===== src/rtl/spi_pkg.sv =====
// rtl/spi_pkg.sv - shared SPI definitions: FSM state encoding and link mode constants
package spi_pkg;

    typedef enum logic [2:0] {
        IDLE,
        SETUP,
        XFER,
        HOLD,
        GAP
    } spi_state_t;

    localparam bit SPI_CPOL      = 1'b0;
    localparam bit SPI_CPHA      = 1'b0;
    localparam bit SPI_MSB_FIRST = 1'b1;

endpackage


===== src/rtl/spi_sclk_div.sv =====
// rtl/spi_sclk_div.sv - half-period tick generator; tick fires as the count wraps at CLK_DIV-1
module spi_sclk_div #(
    parameter int CLK_DIV = 4
) (
    input  logic clk,
    input  logic rst_n,
    input  logic clr,
    output logic tick
);

    localparam int CW = (CLK_DIV > 1) ? $clog2(CLK_DIV) : 1;
    localparam logic [CW-1:0] LAST = CW'(CLK_DIV - 1);

    logic [CW-1:0] cnt;

    assign tick = !clr && (cnt == LAST);

    always_ff @(posedge clk or negedge rst_n) begin
        if (!rst_n) begin
            cnt <= '0;
        end else if (clr || tick) begin
            cnt <= '0;
        end else begin
            cnt <= cnt + 1'b1;
        end
    end

endmodule


===== src/rtl/spi_master.sv =====
// rtl/spi_master.sv - mode 0, MSB-first SPI master with start/busy/done host handshake
module spi_master
    import spi_pkg::*;
#(
    parameter int DATA_W  = 8,
    parameter int CLK_DIV = 4
) (
    input  logic              clk,
    input  logic              rst_n,
    input  logic              start,
    input  logic [DATA_W-1:0] tx_data,
    output logic              busy,
    output logic              done,
    output logic [DATA_W-1:0] rx_data,
    output logic              cs,
    output logic              sclk,
    output logic              mosi,
    input  logic              miso
);

    localparam int BW = $clog2(DATA_W + 1);
    localparam logic [BW-1:0] LAST_BIT = BW'(DATA_W);

    spi_state_t state, state_next;

    logic              tick;
    logic              div_clr;
    logic [DATA_W-1:0] tx_sh;
    logic [DATA_W-1:0] rx_sh;
    logic [BW-1:0]     bit_cnt;
    logic              load;
    logic              rise;
    logic              fall;
    logic              release_cs;
    logic              finish;

    // Every non-IDLE transition happens on a tick, so the wrap itself clears the
    // divider on state entry; holding it clear in IDLE covers the IDLE->SETUP entry.
    spi_sclk_div #(
        .CLK_DIV(CLK_DIV)
    ) u_div (
        .clk  (clk),
        .rst_n(rst_n),
        .clr  (div_clr),
        .tick (tick)
    );

    always_ff @(posedge clk or negedge rst_n) begin
        if (!rst_n) begin
            state <= IDLE;
        end else begin
            state <= state_next;
        end
    end

    always_comb begin
        state_next = state;
        div_clr    = 1'b0;
        load       = 1'b0;
        rise       = 1'b0;
        fall       = 1'b0;
        release_cs = 1'b0;
        finish     = 1'b0;
        case (state)
            IDLE: begin
                div_clr = 1'b1;
                if (start) begin
                    load       = 1'b1;
                    state_next = SETUP;
                end
            end
            SETUP: begin
                if (tick) begin
                    state_next = XFER;
                end
            end
            XFER: begin
                if (tick) begin
                    if (!sclk) begin
                        rise = 1'b1;
                    end else begin
                        fall = 1'b1;
                        if (bit_cnt == LAST_BIT) begin
                            state_next = HOLD;
                        end
                    end
                end
            end
            HOLD: begin
                if (tick) begin
                    release_cs = 1'b1;
                    state_next = GAP;
                end
            end
            GAP: begin
                if (tick) begin
                    finish     = 1'b1;
                    state_next = IDLE;
                end
            end
            default: begin
                state_next = IDLE;
            end
        endcase
    end

    always_ff @(posedge clk or negedge rst_n) begin
        if (!rst_n) begin
            cs      <= 1'b1;
            sclk    <= SPI_CPOL;
            mosi    <= 1'b0;
            busy    <= 1'b0;
            done    <= 1'b0;
            rx_data <= '0;
            tx_sh   <= '0;
            rx_sh   <= '0;
            bit_cnt <= '0;
        end else begin
            done <= finish;
            if (load) begin
                tx_sh   <= tx_data;
                mosi    <= tx_data[DATA_W-1];
                cs      <= 1'b0;
                busy    <= 1'b1;
                rx_sh   <= '0;
                bit_cnt <= '0;
            end
            if (rise) begin
                sclk    <= 1'b1;
                rx_sh   <= {rx_sh[DATA_W-2:0], miso};
                bit_cnt <= bit_cnt + 1'b1;
            end
            // The last falling edge leaves mosi on the LSB until cs releases.
            if (fall) begin
                sclk <= 1'b0;
                if (bit_cnt != LAST_BIT) begin
                    tx_sh <= {tx_sh[DATA_W-2:0], 1'b0};
                    mosi  <= tx_sh[DATA_W-2];
                end
            end
            if (release_cs) begin
                cs   <= 1'b1;
                mosi <= 1'b0;
            end
            if (finish) begin
                rx_data <= rx_sh;
                busy    <= 1'b0;
            end
        end
    end

endmodule


===== config.mk =====
export PLATFORM = sky130hd
export DESIGN_NAME = spi_master
export DESIGN_NICKNAME = d
export VERILOG_FILES = /design/src/rtl/spi_pkg.sv /design/src/rtl/spi_sclk_div.sv /design/src/rtl/spi_master.sv
export SDC_FILE = /design/constraint.sdc
export NUM_CORES = 1
export LEC_CHECK = 0
export ABC_AREA = 0
export BUFFER_PORTS_ARGS = -buffer_cell sky130_fd_sc_hd__buf_2
export CAP_MARGIN = 0
export CELL_PAD_IN_SITES_DETAIL_PLACEMENT = 0
export CELL_PAD_IN_SITES_GLOBAL_PLACEMENT = 1
export CORE_MARGIN = 1.5
export CORE_UTILIZATION = 40
export CTS_BUF_LIST = sky130_fd_sc_hd__clkbuf_4 sky130_fd_sc_hd__clkbuf_8 sky130_fd_sc_hd__clkbuf_16
export CTS_CLUSTER_SIZE = 20
export DETAILED_ROUTE_END_ITERATION = 16
export HOLD_SLACK_MARGIN = 0.06
export PLACE_DENSITY = 0.71
export SLEW_MARGIN = 20
export SYNTH_ARGS = -nofsm -noshare
export SYNTH_HDL_FRONTEND = slang
export SYNTH_SLANG_ARGS = --single-unit

===== constraint.sdc =====
create_clock -name clk -period 1.6 [get_ports clk]
set_clock_uncertainty 0.15 [all_clocks]
set_input_delay 0.32 -clock clk [delete_from_list [all_inputs] [get_ports clk]]
set_output_delay 0.32 -clock clk [all_outputs]
set_load 0.02 [all_outputs]

# After elaboration in Yosys (flattened, before gate mapping)
# Cells that the tools add are included.
op_classes:
  n_eq_ne: 14
  reduce_logical: 9
  mux: 38
  add_sub_neg: 2
ops:
  columns: ["operator", "n"]
  rows:
  - ["8-bit 2-to-1 mux", 5]
  - ["1-bit 2-to-1 mux", 22]
  - ["3-bit 2-to-1 mux", 7]
  - ["3-bit case mux with 5 select lines", 1]
  - ["4-bit 2-to-1 mux", 2]
  - ["2-bit by 1-bit != test with 1-bit output (second input constant)", 4]
  - ["2-bit nonzero test", 4]
  - ["7-bit AND reduction", 1]
  - ["3-bit by 2-bit == test with 1-bit output (second input constant)", 2]
  - ["2-bit != test (second input constant)", 3]
  - ["4-bit by 1-bit adder with 4-bit output (second input constant)", 1]
  - ["4-bit == test (second input constant)", 1]
  - ["4-bit != test (second input constant)", 1]
  - ["3-bit by 1-bit == test with 1-bit output (second input constant)", 1]
  - ["3-bit == test (second input constant)", 1]
  - ["3-bit logical NOT", 1]
  - ["2-bit by 1-bit adder with 2-bit output (second input constant)", 1]
  - ["2-bit == test (second input constant)", 1]
  - ["2-bit 2-to-1 mux", 1]
  - ["1-bit logical AND", 1]
  - ["1-bit logical NOT", 1]
  - ["1-bit logical OR", 1]
word_totals:
  out_inout_bits: 13
  regBits: 38
  in_bits: 12
  wordCells: 74

# Depth between registers and ports, before layout
# Gate-level depths: netlist of run 1.
logic_depth:
  ltp_word: 8
  mapped_depth: 7
  depth_no_buf: 5

# Hierarchy
# Synthesis of run 1 repeated with hierarchy kept, for this count alone.
unflattened:
  cells_unflattened: 155
  area_unflattened_um2: 1712.9
by_module_without_submodules:
  columns: ["mod", "n_inst", "cells_per_inst", "seq_area_each_um2", "area_each_um2"]
  rows:
  - ["spi_master", 1, 149, 877.1, 1626.6]
  - ["spi_sclk_div", 1, 6, 50.0, 86.3]

# Worst setup path before layout of run 1
# No wires, ideal clock.
synth_path:
  path_type: "flip-flop to flip-flop"
  start: "register bit_cnt[0]"
  end: "register tx_sh[0]"
  setup_time_ns: 0.127
  stages_incl_launch_ff: 8
  synth_period_minus_slack_ns: 1.768
  arrival_ns: 1.491
  slack_ns: -0.168
  path_cell_list: "dfrtp_1 > inv_1 > ha_1 > and3b_1 > buf_2 > or3_1 > buf_6 > a21boi_0"
synth_via:
  elab_chain_cells: 3
synth_lines:
  columns: ["element", "line", "source"]
  rows:
  - ["start: declaration", "spi_master.sv:30", "logic [BW-1:0] bit_cnt;"]
  - ["start signal: assignment", "spi_master.sv:131", "bit_cnt <= bit_cnt + 1'b1;"]
  - ["4-bit != test", "spi_master.sv:136", "if (bit_cnt != LAST_BIT) begin"]
  - ["8-bit 2-to-1 mux", "spi_master.sv:136", null]
  - ["8-bit 2-to-1 mux", "spi_master.sv:134", "if (fall) begin"]
  - ["end signal: assignment", "spi_master.sv:121", "tx_sh <= tx_data;"]
  - ["end signal: assignment", "spi_master.sv:137", "tx_sh <= {tx_sh[DATA_W-2:0], 1'b0};"]
  - ["end: declaration", "spi_master.sv:28", "logic [DATA_W-1:0] tx_sh;"]
# No other way between the ends.
# A chain may end at the register's enable or synchronous reset.

# Final worst setup path of run 1
layout_path:
  start: "register state[0]"
  end: "register tx_sh[6]"
layout_via:
  elab_chain_cells: 7
  elab_cells_between_ends: 11
layout_lines:
  columns: ["element", "line", "source"]
  rows:
  - ["start: declaration", "spi_master.sv:24", "spi_state_t state, state_next;"]
  - ["start signal: assignment", "spi_master.sv:52", "state <= state_next;"]
  - ["3-bit logical NOT", "spi_master.sv:64", "case (state)"]
  - ["1-bit 2-to-1 mux", "spi_master.sv:64", null]
  - ["1-bit logical NOT", "spi_sclk_div.sv:16", "assign tick = !clr && (cnt == LAST);"]
  - ["1-bit logical AND", "spi_sclk_div.sv:16", null]
  - ["1-bit 2-to-1 mux", "spi_master.sv:78", "if (tick) begin"]
  - ["1-bit 2-to-1 mux", "spi_master.sv:64", null]
  - ["8-bit 2-to-1 mux *", "spi_master.sv:134", null]
# Mark *: on every way between the ends. The rest lies on a longest branch, timed or not.

==> results of run 1 <==
==> path summary, 6_finish.rpt <==
kind | end | startpoint | depth (start not counted)
min | tx_sh[0] | tx_data[0] | 3
max | tx_sh[6] | state[0] | 4
min reg2reg | cs | cs | 2
max in group asynchronous | rx_data[5] | rst_n | 3
max reg2reg | tx_sh[6] | state[0] | 4
min in group asynchronous | tx_sh[6] | rst_n | 2
==> cell usage in the layout, fill, tap and decap left out, types with 4 or more instances in the layout <==
cell type	count
sky130_fd_sc_hd__clkbuf_8	6
sky130_fd_sc_hd__buf_2	24
sky130_fd_sc_hd__nor4_1	5
sky130_fd_sc_hd__a31oi_1	5
sky130_fd_sc_hd__buf_4	19
sky130_fd_sc_hd__nand2_1	14
sky130_fd_sc_hd__mux2_4	9
sky130_fd_sc_hd__nand3_1	10
sky130_fd_sc_hd__o21ai_2	4
sky130_fd_sc_hd__o21ai_1	5
sky130_fd_sc_hd__buf_6	8
sky130_fd_sc_hd__dfrtp_1	33
sky130_fd_sc_hd__nand2_2	12
==> through the flow <==
| step | setup TNS, ps | hold WS [ps] |
|---|---|---|
| after global placement | -2330 | 109 |
| after CTS | -123 | 123 |
| after global routing | -2150 | 101 |
| after floorplan | -1030 | -126 |
| after detailed placement | -3220 | 116 |
| final | -491 | 112 |
==> power by group through the flow <==
stage	Combinational, uW	Sequential [uW]	Clock (uW)
after global routing	57.9	951	751
after CTS	51.4	950	709
after detailed placement	48.0	968	0
final	50.8	950	688
after floorplan	9.80	966	0
after global placement	46.3	968	0
==> per-layer routing <==
layer	up-vias	global-route usage (%)	share of wire, %
li1	643	-	-
met1	709	23.2	45
met2	24	29.3	51
met3	5	4.80	3.1
met4	0	8.28	1.3
met5	-	0	0
==> worst reg2reg max path, delay by kind of cell, from the launching register on <==
kind            cells  cell delay, ps
compound gates      1              80
buf+inv             1             150
flops               1             480
simple gates        2             660
==> timing repair <==
item / 4_1_cts / 5_1_grt
pin swaps: 7 / 7
buffers inserted: 5 / 2
cloned: 2 / 0
endpoints found under the hold margin: 14 / 0
resized for setup: 21 / 26
hold buffers: 1 / 0
setup endpoints to repair: 28 / 27
==> kinds of logic (layout without fill, tap and decap cells) <==
group	count (synthesis)	after routing	synth area share, %
simple gates	59	60	21.3
flops	37	37	52.9
compound gates	24	24	8.72
buf+inv	18	66	7.07
mux	10	10	6.36
fa+ha+maj	3	3	2.14
xor+xnor	3	3	1.50
==> state kept, by name (all words and copies together), names as in the netlist <==
register / cells
bit_cnt: 4
cs: 1
rx_sh: 8
done: 1
mosi: 1
u_div.cnt: 2
tx_sh: 7
sclk: 1
busy: 1
state: 3
rx_data: 8
==> final cells by class <==
cell class	instances	area [um^2]	share of cell area, %
Clock buffer	6	82.6	3.52
Clock inverter	2	13.8	0.587
Inverter	5	18.8	0.801
Multi-Input combinational cell	100	852	36.4
Sequential cell	37	931	39.7
Tap cell	50	62.6	2.67
Timing Repair Buffer	53	383	16.3
==> impl_results.rst, run 1 <==
.. list-table::
   :header-rows: 1

   * - Metric
     - Value
   * - Status
     - finished, violations left
   * - Violations in the final reports
     - setup timing
   * - Critical path's slowest cell
     - sky130_fd_sc_hd__or4b_4
   * - Max rail drop VDD
     - 0.572 mV
   * - Class of the most critical setup path
     - reg -> reg
   * - Final critical-path share of the clock period
     - 102%
   * - Achievable frequency
     - 0.610 GHz
   * - Die Wd
     - between 60 and 70 um
   * - Unrepaired setup endpoints after global routing
     - true
   * - Count of flip-flops with a built-in enable after synthesis
     - 0
   * - Register share of total power
     - 56.2%
   * - Total chip power
     - ~1700 uW
   * - Largest net degree at the start of global routing
     - 19
   * - Via count of the first global-routing pass
     - roughly 1,500
   * - Root cell of the clock tree
     - sky130_fd_sc_hd__clkbuf_8
   * - Number of nets in the layout
     - 217
   * - Final standard cell count with taps included and fillers excluded
     - 253
   * - Cell-by-cell listing of the critical path
     - buf_6 > or4b_4 > nand2_2 > a31oi_1
   * - Post-synthesis instance area
     - 0.00175 mm^2
   * - 1st-pass router iterations
     - 4
   * - Highest cell delay on the worst timing path
     - 570 ps
   * - Warning count from the yosys run
     - 0
   * - Y dimension of the die
     - 69.2 um
   * - Distinct cell type count after synthesis
     - 42
   * - Post-placement worst setup slack
     - -149 ps
   * - Area of all placed cells without fillers
     - 0.00234 mm^2
   * - Clock tree buffer depth
     - 2
   * - Final worst path period need
     - 1640 ps
   * - Critical Path End Type
     - flop
   * - Leading cell types by total area after synthesis
     - sky130_fd_sc_hd__dfrtp_1 51%, sky130_fd_sc_hd__mux2_2 5.8%, sky130_fd_sc_hd__nand2_1 3.9%
   * - Post-detailed-placement half-perimeter wirelength
     - 2.49 mm
   * - Number of I/O port buffers
     - 24
   * - Number of antenna-violating nets in the routed design
     - 0
   * - Initial DRC Count
     - just over 70
   * - Worst hold path type
     - in -> reg
   * - Post-route core utilization
     - between 50% and 60%
   * - Initial cell density of the core
     - a little over two fifths
   * - Area share of the leading cell type in the synthesized netlist
     - 51.4%
   * - Fillcell total
     - 361
   * - Net count of the mapped netlist
     - 169
   * - Max-slew violation count
     - 0
   * - Layout overhead on the synthesized area
     - 33.8%
   * - Count of boundary I/O pins
     - 25
   * - Biggest fanout along the worst timing path
     - 7
   * - NetSw
     - 376 uW
   * - Startpoint type of the worst setup path
     - flop
   * - First-pass GRT wire length
     - 6.98 mm
   * - Final weighted congestion in routability-driven placement
     - 0.751
   * - Total gr overflow
     - 0
   * - Worst Path Buf+Inv
     - 1
   * - Mapped Cells
     - 154
   * - Relative slew margins
     - around 74%
   * - Residual DRC count
     - 0
   * - CTS tree
     - done
   * - Most frequently used cell type in the post-synthesis netlist
     - sky130_fd_sc_hd__dfrtp_1
   * - Clock latency of the later-clocked register in the worst-skew pair
     - 290 ps
   * - Detailed-route via count
     - between 1,000 and 1,500
   * - Placed cell count
     - 235
   * - Category of cells accounting for the largest share of critical-path delay
     - simple AND/OR/NAND/NOR gates
   * - Power Density
     - just over 700 mW/mm^2
   * - Critical Path RT
     - 1620 ps
   * - Final hold violation count
     - 0
   * - Total core area
     - 0.00412 mm^2
   * - Post-detailed-route via-to-cell ratio
     - between 5 and 6
   * - Total clock sinks
     - 37
   * - Sequential cell area fraction in the yosys report
     - 52.9%
   * - Switching power share of the total
     - 22.2%
   * - Commonest cells post-synth
     - 36 x sky130_fd_sc_hd__dfrtp_1, 18 x sky130_fd_sc_hd__nand2_1, 10 x sky130_fd_sc_hd__nand3_1, 9 x sky130_fd_sc_hd__mux2_2
   * - Data arrival time of the critical path
     - 1660 ps
   * - Share of flip-flops with an asynchronous set or reset
     - 100%
   * - Setup violations, final
     - 25
   * - Flops & latches, synth
     - 37
   * - Flop-to-flop setup slack
     - -40 ps
   * - Share of post-route cells with drive strength above 1
     - between 50% and 60%
   * - Number of CTS-inserted buffers
     - 5
   * - Dominant register cell in the synthesized netlist
     - sky130_fd_sc_hd__dfrtp_1
   * - Area post-placement
     - 0.00200 mm^2
   * - Tightest Pin Transition
     - 385 ps
   * - Initial antenna violation count
     - 0
   * - Std-Cell Rows
     - 23
   * - Number of max-capacitance violations reported
     - 0
   * - Diodes inserted
     - 0
   * - Static Leakage
     - ~0.0011 uW
   * - GRT Total Usage
     - 18.3%
   * - Clock H-tree levels
     - 2
   * - Setup slack after layout
     - -39.7 ps
   * - Power share of the clock group
     - 40.8%
   * - Total die area
     - 0.00479 mm^2
   * - WL/cell
     - roughly 16 um
   * - Proportion of power drawn by combinational gates
     - around 3.0%
   * - Cell taking the most area after synthesis
     - sky130_fd_sc_hd__dfrtp_1
   * - Clock edge transition at the registers on the reported setup and hold paths
     - ~80 ps
   * - Cell Int Power
     - 1310 uW
   * - Mean Syn Cell Area
     - 11.4 um^2
   * - Routed WL
     - roughly 4.2 mm
(Power assumes the default switching activity.)
==> inputs of run 2 (changes only) <==
--- a/config.mk
+++ b/config.mk
@@ -5,18 +5,18 @@
 export SDC_FILE = /design/constraint.sdc
 export NUM_CORES = 1
 export LEC_CHECK = 0
-export ABC_AREA = 0
+export ABC_AREA = 1
 export BUFFER_PORTS_ARGS = -buffer_cell sky130_fd_sc_hd__buf_2
 export CAP_MARGIN = 0
 export CELL_PAD_IN_SITES_DETAIL_PLACEMENT = 0
 export CELL_PAD_IN_SITES_GLOBAL_PLACEMENT = 1
 export CORE_MARGIN = 1.5
-export CORE_UTILIZATION = 40
+export CORE_UTILIZATION = 38
 export CTS_BUF_LIST = sky130_fd_sc_hd__clkbuf_4 sky130_fd_sc_hd__clkbuf_8 sky130_fd_sc_hd__clkbuf_16
 export CTS_CLUSTER_SIZE = 20
 export DETAILED_ROUTE_END_ITERATION = 16
 export HOLD_SLACK_MARGIN = 0.06
-export PLACE_DENSITY = 0.71
+export PLACE_DENSITY = 0.72
 export SLEW_MARGIN = 20
 export SYNTH_ARGS = -nofsm -noshare
 export SYNTH_HDL_FRONTEND = slang
==> run 2 against run 1 <==
The flow now finishes without violations. Total power up 9.4%. Clock power increased by 23%. Worst hold slack lost 28 ps. Critical endpoint is now bit_cnt[2].
==> impl_results.rst, run 2 <==
.. list-table::
   :header-rows: 1

   * - Metric
     - Value
   * - Startpoint type of the worst setup path
     - flop
   * - Number of nets in the layout
     - 260
   * - Hold slack final
     - 83.8 ps
   * - Initial DRC Count
     - 71
   * - Count of boundary I/O pins
     - 25
   * - CTS tree
     - done
   * - Mean Syn Cell Area
     - 8.40 um^2
   * - Residual DRC count
     - 0
   * - Total clock sinks
     - 37
   * - First-pass GRT wire length
     - 5.91 mm
   * - Clock tree buffer depth
     - 2
   * - Worst reg2reg endpoint
     - bit_cnt[2]
   * - Area post-placement
     - 0.00200 mm^2
   * - Routed WL
     - between 3 and 4 mm
   * - Tightest Pin Transition
     - ~240 ps
   * - Die Wd
     - 71.3 um
   * - Largest net degree at the start of global routing
     - 38
   * - Count of flip-flops with a built-in enable after synthesis
     - 0
   * - Static Leakage
     - 0.00118 uW
   * - Clock edge transition at the registers on the reported setup and hold paths
     - 70 ps
   * - Achievable frequency
     - 0.675 GHz
   * - Layout overhead on the synthesized area
     - 22.6%
   * - Final worst path period need
     - 1480 ps
   * - Leading cell types by total area after synthesis
     - sky130_fd_sc_hd__dfrtp_1 51%, sky130_fd_sc_hd__nand2_1 12%, sky130_fd_sc_hd__inv_1 6.4%
   * - Dominant register cell in the synthesized netlist
     - sky130_fd_sc_hd__dfrtp_1
   * - Via count of the first global-routing pass
     - around 1,300
   * - Cell Int Power
     - 1490 uW
   * - Area occupied by registers
     - 927 um^2
   * - R2r worst-path depth
     - 6
   * - Post-detailed-placement half-perimeter wirelength
     - 2.35 mm
   * - Total die area
     - a little over 0.005 mm^2
   * - Max rail drop VDD
     - 0.373 mV
   * - Proportion of power drawn by combinational gates
     - 2.9%
   * - Fillcell total
     - 451
   * - Share of post-route cells with drive strength above 1
     - 21.5%
   * - Final standard cell count with taps included and fillers excluded
     - 298
   * - Number of I/O port buffers
     - 24
   * - Multi-input gate area in the final layout
     - 714 um^2
   * - Final weighted congestion in routability-driven placement
     - 0.785
   * - Total chip power
     - approximately 1800 uW
   * - End point of the critical path
     - bit_cnt[2]
   * - NetSw
     - 359 uW
   * - Clock H-tree levels
     - 2
   * - Mapped Cells
     - 211
   * - Relative slew margins
     - 83.7%
   * - Post-synthesis instance area
     - 0.00177 mm^2
   * - Unrepaired setup endpoints after global routing
     - false
   * - Cell taking the most area after synthesis
     - sky130_fd_sc_hd__dfrtp_1
   * - Total gr overflow
     - 0
   * - Most common cell after layout, fill and taps aside
     - sky130_fd_sc_hd__nand2_1
   * - 1st-pass router iterations
     - 4
   * - Worst hold path type
     - in -> reg
   * - Net count of the mapped netlist
     - 226
   * - Switching power share of the total
     - 19.4%
   * - Detailed-route via count
     - approximately 1,400
   * - Y dimension of the die
     - 71.3 um
   * - Power Density
     - 850 mW/mm^2
   * - Most frequently used cell type in the post-synthesis netlist
     - sky130_fd_sc_hd__nand2_1
   * - Initial antenna violation count
     - 0
   * - Critical Path End Type
     - flop
   * - Data arrival time of the critical path
     - 1500 ps
   * - Setup violations, final
     - 0
   * - Flops & latches, synth
     - 37
   * - Clock latency of the later-clocked register in the worst-skew pair
     - 280 ps
   * - Area of all placed cells without fillers
     - 0.00217 mm^2
   * - Post-CTS Repair Setup Buffers
     - 0
   * - Share of flip-flops with an asynchronous set or reset
     - 100%
   * - Final critical-path share of the clock period
     - a little over 90%
   * - Total core area
     - about 0.0044 mm^2
   * - Post-detailed-route via-to-cell ratio
     - 4.72
   * - Status
     - finished, final reports clean
   * - Area share of the leading cell type in the synthesized netlist
     - 50.8%
   * - Root cell of the clock tree
     - sky130_fd_sc_hd__clkbuf_8
   * - Register share of total power
     - 51.2%
   * - Biggest fanout along the worst timing path
     - 12
   * - Registers with the most flip-flops
     - rx_data (8), rx_sh (8), tx_sh (7)
   * - Max-slew violation count
     - 0
   * - Critical Path RT
     - 1620 ps
   * - Number of antenna-violating nets in the routed design
     - 0
   * - Distinct cell type count after synthesis
     - 22
   * - Reg2reg start
     - state[0]
   * - Flop-to-flop setup slack
     - approximately 120 ps
   * - Setup TNS
     - 0 ps
   * - WL/cell
     - 12.0 um
   * - Std-Cell Rows
     - 24
   * - Warning count from the yosys run
     - 0
   * - Diodes inserted
     - 0
   * - Number of CTS-inserted buffers
     - 5
   * - Placed cell count
     - 288
   * - Commonest cells after routing, fill and taps aside
     - 57 x sky130_fd_sc_hd__nand2_1, 36 x sky130_fd_sc_hd__dfrtp_1, 30 x sky130_fd_sc_hd__inv_1
   * - Final hold violation count
     - 0
   * - Sequential cell area fraction in the yosys report
     - 52.3%
   * - Initial cell density of the core
     - 40.2%
   * - Source of the critical timing path
     - state[0]
   * - Commonest cells post-synth
     - 57 x sky130_fd_sc_hd__nand2_1, 36 x sky130_fd_sc_hd__dfrtp_1, 30 x sky130_fd_sc_hd__inv_1, 22 x sky130_fd_sc_hd__nand3_1, 11 x sky130_fd_sc_hd__o21ai_1
   * - Power share of the clock group
     - 45.9%
   * - Class of the most critical setup path
     - reg -> reg
   * - GRT Total Usage
     - 15.1%
   * - Number of max-capacitance violations reported
     - 0
run 2: power by group through the flow:
stage	clock network (uW)	logic, uW	registers, uW
floorplan	0	13.9	964
global placement	0	53.8	964
detailed placement	0	53.7	964
CTS	867	55.8	946
global route	916	63.9	947
finish	848	53.7	946
run 2: per-layer routing:
layer	wire [um]	part of all wire, %	global-route usage (%)	up-vias
met3	101	2.8	4.92	5
met5	0	0	0	-
li1	-	-	-	742
met2	1670	47	22.7	19
met4	48	1.3	5.03	0
met1	1740	49	20.6	640
run 2: worst min-delay path by stage:
stage | startpoint | to | slack (ps) | cells after the start
after floorplan | rst_n | bit_cnt[0] | -130 | 0
after global placement | rst_n | tx_sh[1] | 150 | 2
after detailed placement | rst_n | tx_sh[1] | 150 | 2
after CTS | miso | rx_sh[0] | 80 | 3
after global routing | miso | rx_sh[0] | 100 | 3
final | miso | rx_sh[0] | 80 | 3
run 2: through the flow:
step                setup WS, ps  util (%)
floorplan                    190         -
global placement            71.0      45.3
detailed placement          47.3      45.3
CTS                         30.2      48.3
global route                10.6      49.2
finish                       119      49.2
run 2: kinds of logic after synthesis:
kind of cell,synth area share (%)
AOI/OAI and AO/OA,5.65
xor gates and xnor gates,0.988
adders and majority gates,2.12
buffers and inverters,9.81
DFF,52.3
and+or+nand+nor,29.1
run 2: layout make-up:
class	count	share of cell area, %
Clock inverter	1	1.38
Clock buffer	7	4.15
Sequential cell	37	42.7
Timing Repair Buffer	35	10.6
Tap cell	52	2.99
Multi-Input combinational cell	135	32.9
Inverter	31	5.35
run 2: worst max-delay path, cell delays in order, from the launching register on:
cell and delay (ps):
sky130_fd_sc_hd__dfrtp_1 450, sky130_fd_sc_hd__nor2_4 180, sky130_fd_sc_hd__nand2_2 100, sky130_fd_sc_hd__inv_2 130, sky130_fd_sc_hd__nand3_4 160, sky130_fd_sc_hd__nand3_1 120
sky130_fd_sc_hd__o21ai_1 80
run 2: timing repair:
item,in CTS,in global routing
endpoints found under the setup margin,0,21
gates resized for setup,0,5
hold buffers,1,0
endpoints found under the hold margin,36,0
==> inputs of run 3 (changes only) <==
==> constraint.sdc (replaced) <==
create_clock -name clk -period 1.6 [get_ports clk]
set_clock_uncertainty 0.15 [all_clocks]
set_input_delay 0.16 -clock clk [delete_from_list [all_inputs] [get_ports clk]]
set_output_delay 0.16 -clock clk [all_outputs]
set_load 0.02 [all_outputs]
==> run 3 against run 2 <==
Clock power up 1%. Maximum frequency fell by 1.6%. First-iteration DRC count down 7.0%. Via count rose by 3.6%. Worst hold slack got worse by 3.6 ps. Critical path depth did not move. Sequential share of layout area decreased by 0.15 points. Cell area is 0.35% higher. Sequential power about the same. Cell count up 1.0%. Critical endpoint is now rx_sh[6].
==> impl_results.rst, run 3 (synthesis results as in run 2) <==
.. list-table::
   :header-rows: 1

   * - Metric
     - Value
   * - Share of post-route cells with drive strength above 1
     - 22.9%
   * - Final weighted congestion in routability-driven placement
     - 0.741
   * - Critical path's slowest cell
     - sky130_fd_sc_hd__dfrtp_1
   * - Max-slew violation count
     - 0
   * - Die Wd
     - slightly above 70 um
   * - Cell-by-cell listing of the critical path
     - nor2_4 > nand2_2 > inv_2 > nand3_2 > nand3_1 > o21ai_1
   * - Worst hold path type
     - in -> reg
   * - Registers with the most flip-flops
     - rx_data (8), rx_sh (8), tx_sh (7)
   * - WL/cell
     - roughly 12 um
   * - Total die area
     - 0.00508 mm^2
   * - Clock latency of the later-clocked register in the worst-skew pair
     - 290 ps
   * - Post-placement worst setup slack
     - 36.6 ps
   * - Final standard cell count with taps included and fillers excluded
     - around 300
   * - Fillcell total
     - 438
   * - Area of all placed cells without fillers
     - 0.00218 mm^2
   * - Y dimension of the die
     - 71.3 um
   * - Via count of the first global-routing pass
     - 1,408
   * - Residual DRC count
     - 0
   * - Data arrival time of the critical path
     - 1530 ps
   * - First-pass GRT wire length
     - 6.34 mm
   * - Critical Path RT
     - 1630 ps
   * - Total stage count of the critical path
     - 6
   * - Number of antenna-violating nets in the routed design
     - 0
   * - Status
     - finished, final reports clean
   * - Unrepaired setup endpoints after global routing
     - true
   * - Setup slack after layout
     - 95.5 ps
   * - Area post-placement
     - 0.00199 mm^2
   * - Commonest cells after routing, fill and taps aside
     - 55 x sky130_fd_sc_hd__nand2_1, 36 x sky130_fd_sc_hd__dfrtp_1, 29 x sky130_fd_sc_hd__inv_1
   * - Category of cells accounting for the largest share of critical-path delay
     - simple AND/OR/NAND/NOR gates
   * - Clock edge transition at the registers on the reported setup and hold paths
     - 80 ps
   * - Static Leakage
     - about 0.0012 uW
   * - Total chip power
     - roughly 1900 uW
   * - Post-detailed-placement half-perimeter wirelength
     - about 2.4 mm
   * - Detailed-route via count
     - roughly 1,500
   * - Layout overhead on the synthesized area
     - 23.0%
   * - Final hold violation count
     - 0
   * - Total core area
     - 0.00441 mm^2
   * - 1st-pass router iterations
     - 4
   * - CTS tree
     - done
   * - Startpoint type of the worst setup path
     - flop
   * - Highest cell delay on the worst timing path
     - 450 ps
   * - Initial antenna violation count
     - 0
   * - Total gr overflow
     - 0
   * - Class of the most critical setup path
     - reg -> reg
   * - Std-Cell Rows
     - 24
   * - Max rail drop VDD
     - about 0.52 mV
   * - Clock H-tree levels
     - 2
   * - Post-detailed-route via-to-cell ratio
     - 4.84
   * - Count of boundary I/O pins
     - 25
   * - Total clock sinks
     - 37
   * - Clock tree buffer depth
     - 2
   * - Diodes inserted
     - 0
   * - Flop-to-flop setup slack
     - approximately 96 ps
   * - Worst Path Buf+Inv
     - 1
   * - Placed cell count
     - 286
   * - Number of nets in the layout
     - 263
   * - Most common cell after layout, fill and taps aside
     - sky130_fd_sc_hd__nand2_1
   * - Tightest Pin Transition
     - ~440 ps
   * - Power Density
     - 854 mW/mm^2
   * - R2r worst-path depth
     - 6
   * - Final critical-path share of the clock period
     - 94.0%
   * - Relative slew margins
     - roughly 70%
   * - Number of max-capacitance violations reported
     - 0
   * - Biggest fanout along the worst timing path
     - 12
   * - Routed WL
     - roughly 3.7 mm
   * - Final worst path period need
     - around 1500 ps
   * - GRT Total Usage
     - 15.8%
   * - Initial cell density of the core
     - 40.2%
   * - Achievable frequency
     - 0.665 GHz
   * - Initial DRC Count
     - between 60 and 70
   * - Largest net degree at the start of global routing
     - 25
   * - Number of CTS-inserted buffers
     - 5
   * - Number of I/O port buffers
     - 24
   * - Hold slack final
     - 80.2 ps
   * - Critical Path End Type
     - flop
   * - Root cell of the clock tree
     - sky130_fd_sc_hd__clkbuf_8
   * - Setup violations, final
     - 0
   * - Hold depth
     - 5
-- run 3: cell types whose count changed in the layout (fill, tap and decap cells not counted), moves of 2 or more --
cell,delta
sky130_fd_sc_hd__dlygate4sd3_1,+2
sky130_fd_sc_hd__nand2_2,+2
sky130_fd_sc_hd__nand3_4,-2
sky130_fd_sc_hd__nand3_2,+2
sky130_fd_sc_hd__nand2_1,-2
-- run 3: worst min-delay path, delay by kind of cell --
family                 cells  cell delay, ps
AND/OR/NAND/NOR            3             200
buffers and inverters      2             120
-- run 3: timing repair --
action | in CTS | in global routing
endpoints found under the hold margin | 38 | 0
buffers inserted | 0 | 3
gates resized for setup | 0 | 5
setup endpoints to repair | 0 | 16
hold buffers | 3 | 0
-- run 3: worst paths after layout --
check	from	to
max	state[0]	rx_sh[6]
min	tx_data[5]	tx_sh[5]
max reg2reg	state[0]	rx_sh[6]
min reg2reg	u_div.cnt[0]	u_div.cnt[0]
max in group asynchronous	rst_n	cs
min in group asynchronous	rst_n	tx_sh[3]
-- run 3: cell type report --
type | instances | area [um^2] | area share (%)
multi-input cells | 135 | 694 | 31.8
clock inverters | 2 | 37.5 | 1.72
clock buffers | 6 | 82.6 | 3.79
inverters | 31 | 116 | 5.34
repair buffers | 38 | 258 | 11.8
flip-flops and latches | 37 | 927 | 42.5
well taps | 52 | 65.1 | 2.98
-- run 3: power breakdown --
part	internal (uW)	total [uW]	switching [uW]
combinational	24.4	58.6	34.2
sequential	942	946	3.71
clock	507	857	350
-- run 3: per-stage QoR --
step	util, %	TNS [ps]
after floorplan	-	0
after global placement	45.0	0
after detailed placement	45.0	0
after CTS	48.4	0
after global routing	49.4	-32.9
final	49.4	0
-- run 3: routing by layer --
metal / vias up / global-route usage [%] / routed length (um)
li1: 746 / - / -
met1: 683 / 20.3 / 1810
met2: 21 / 25.2 / 1710
met3: 7 / 3.52 / 120
met4: 0 / 7.55 / 72
met5: - / 0 / 0
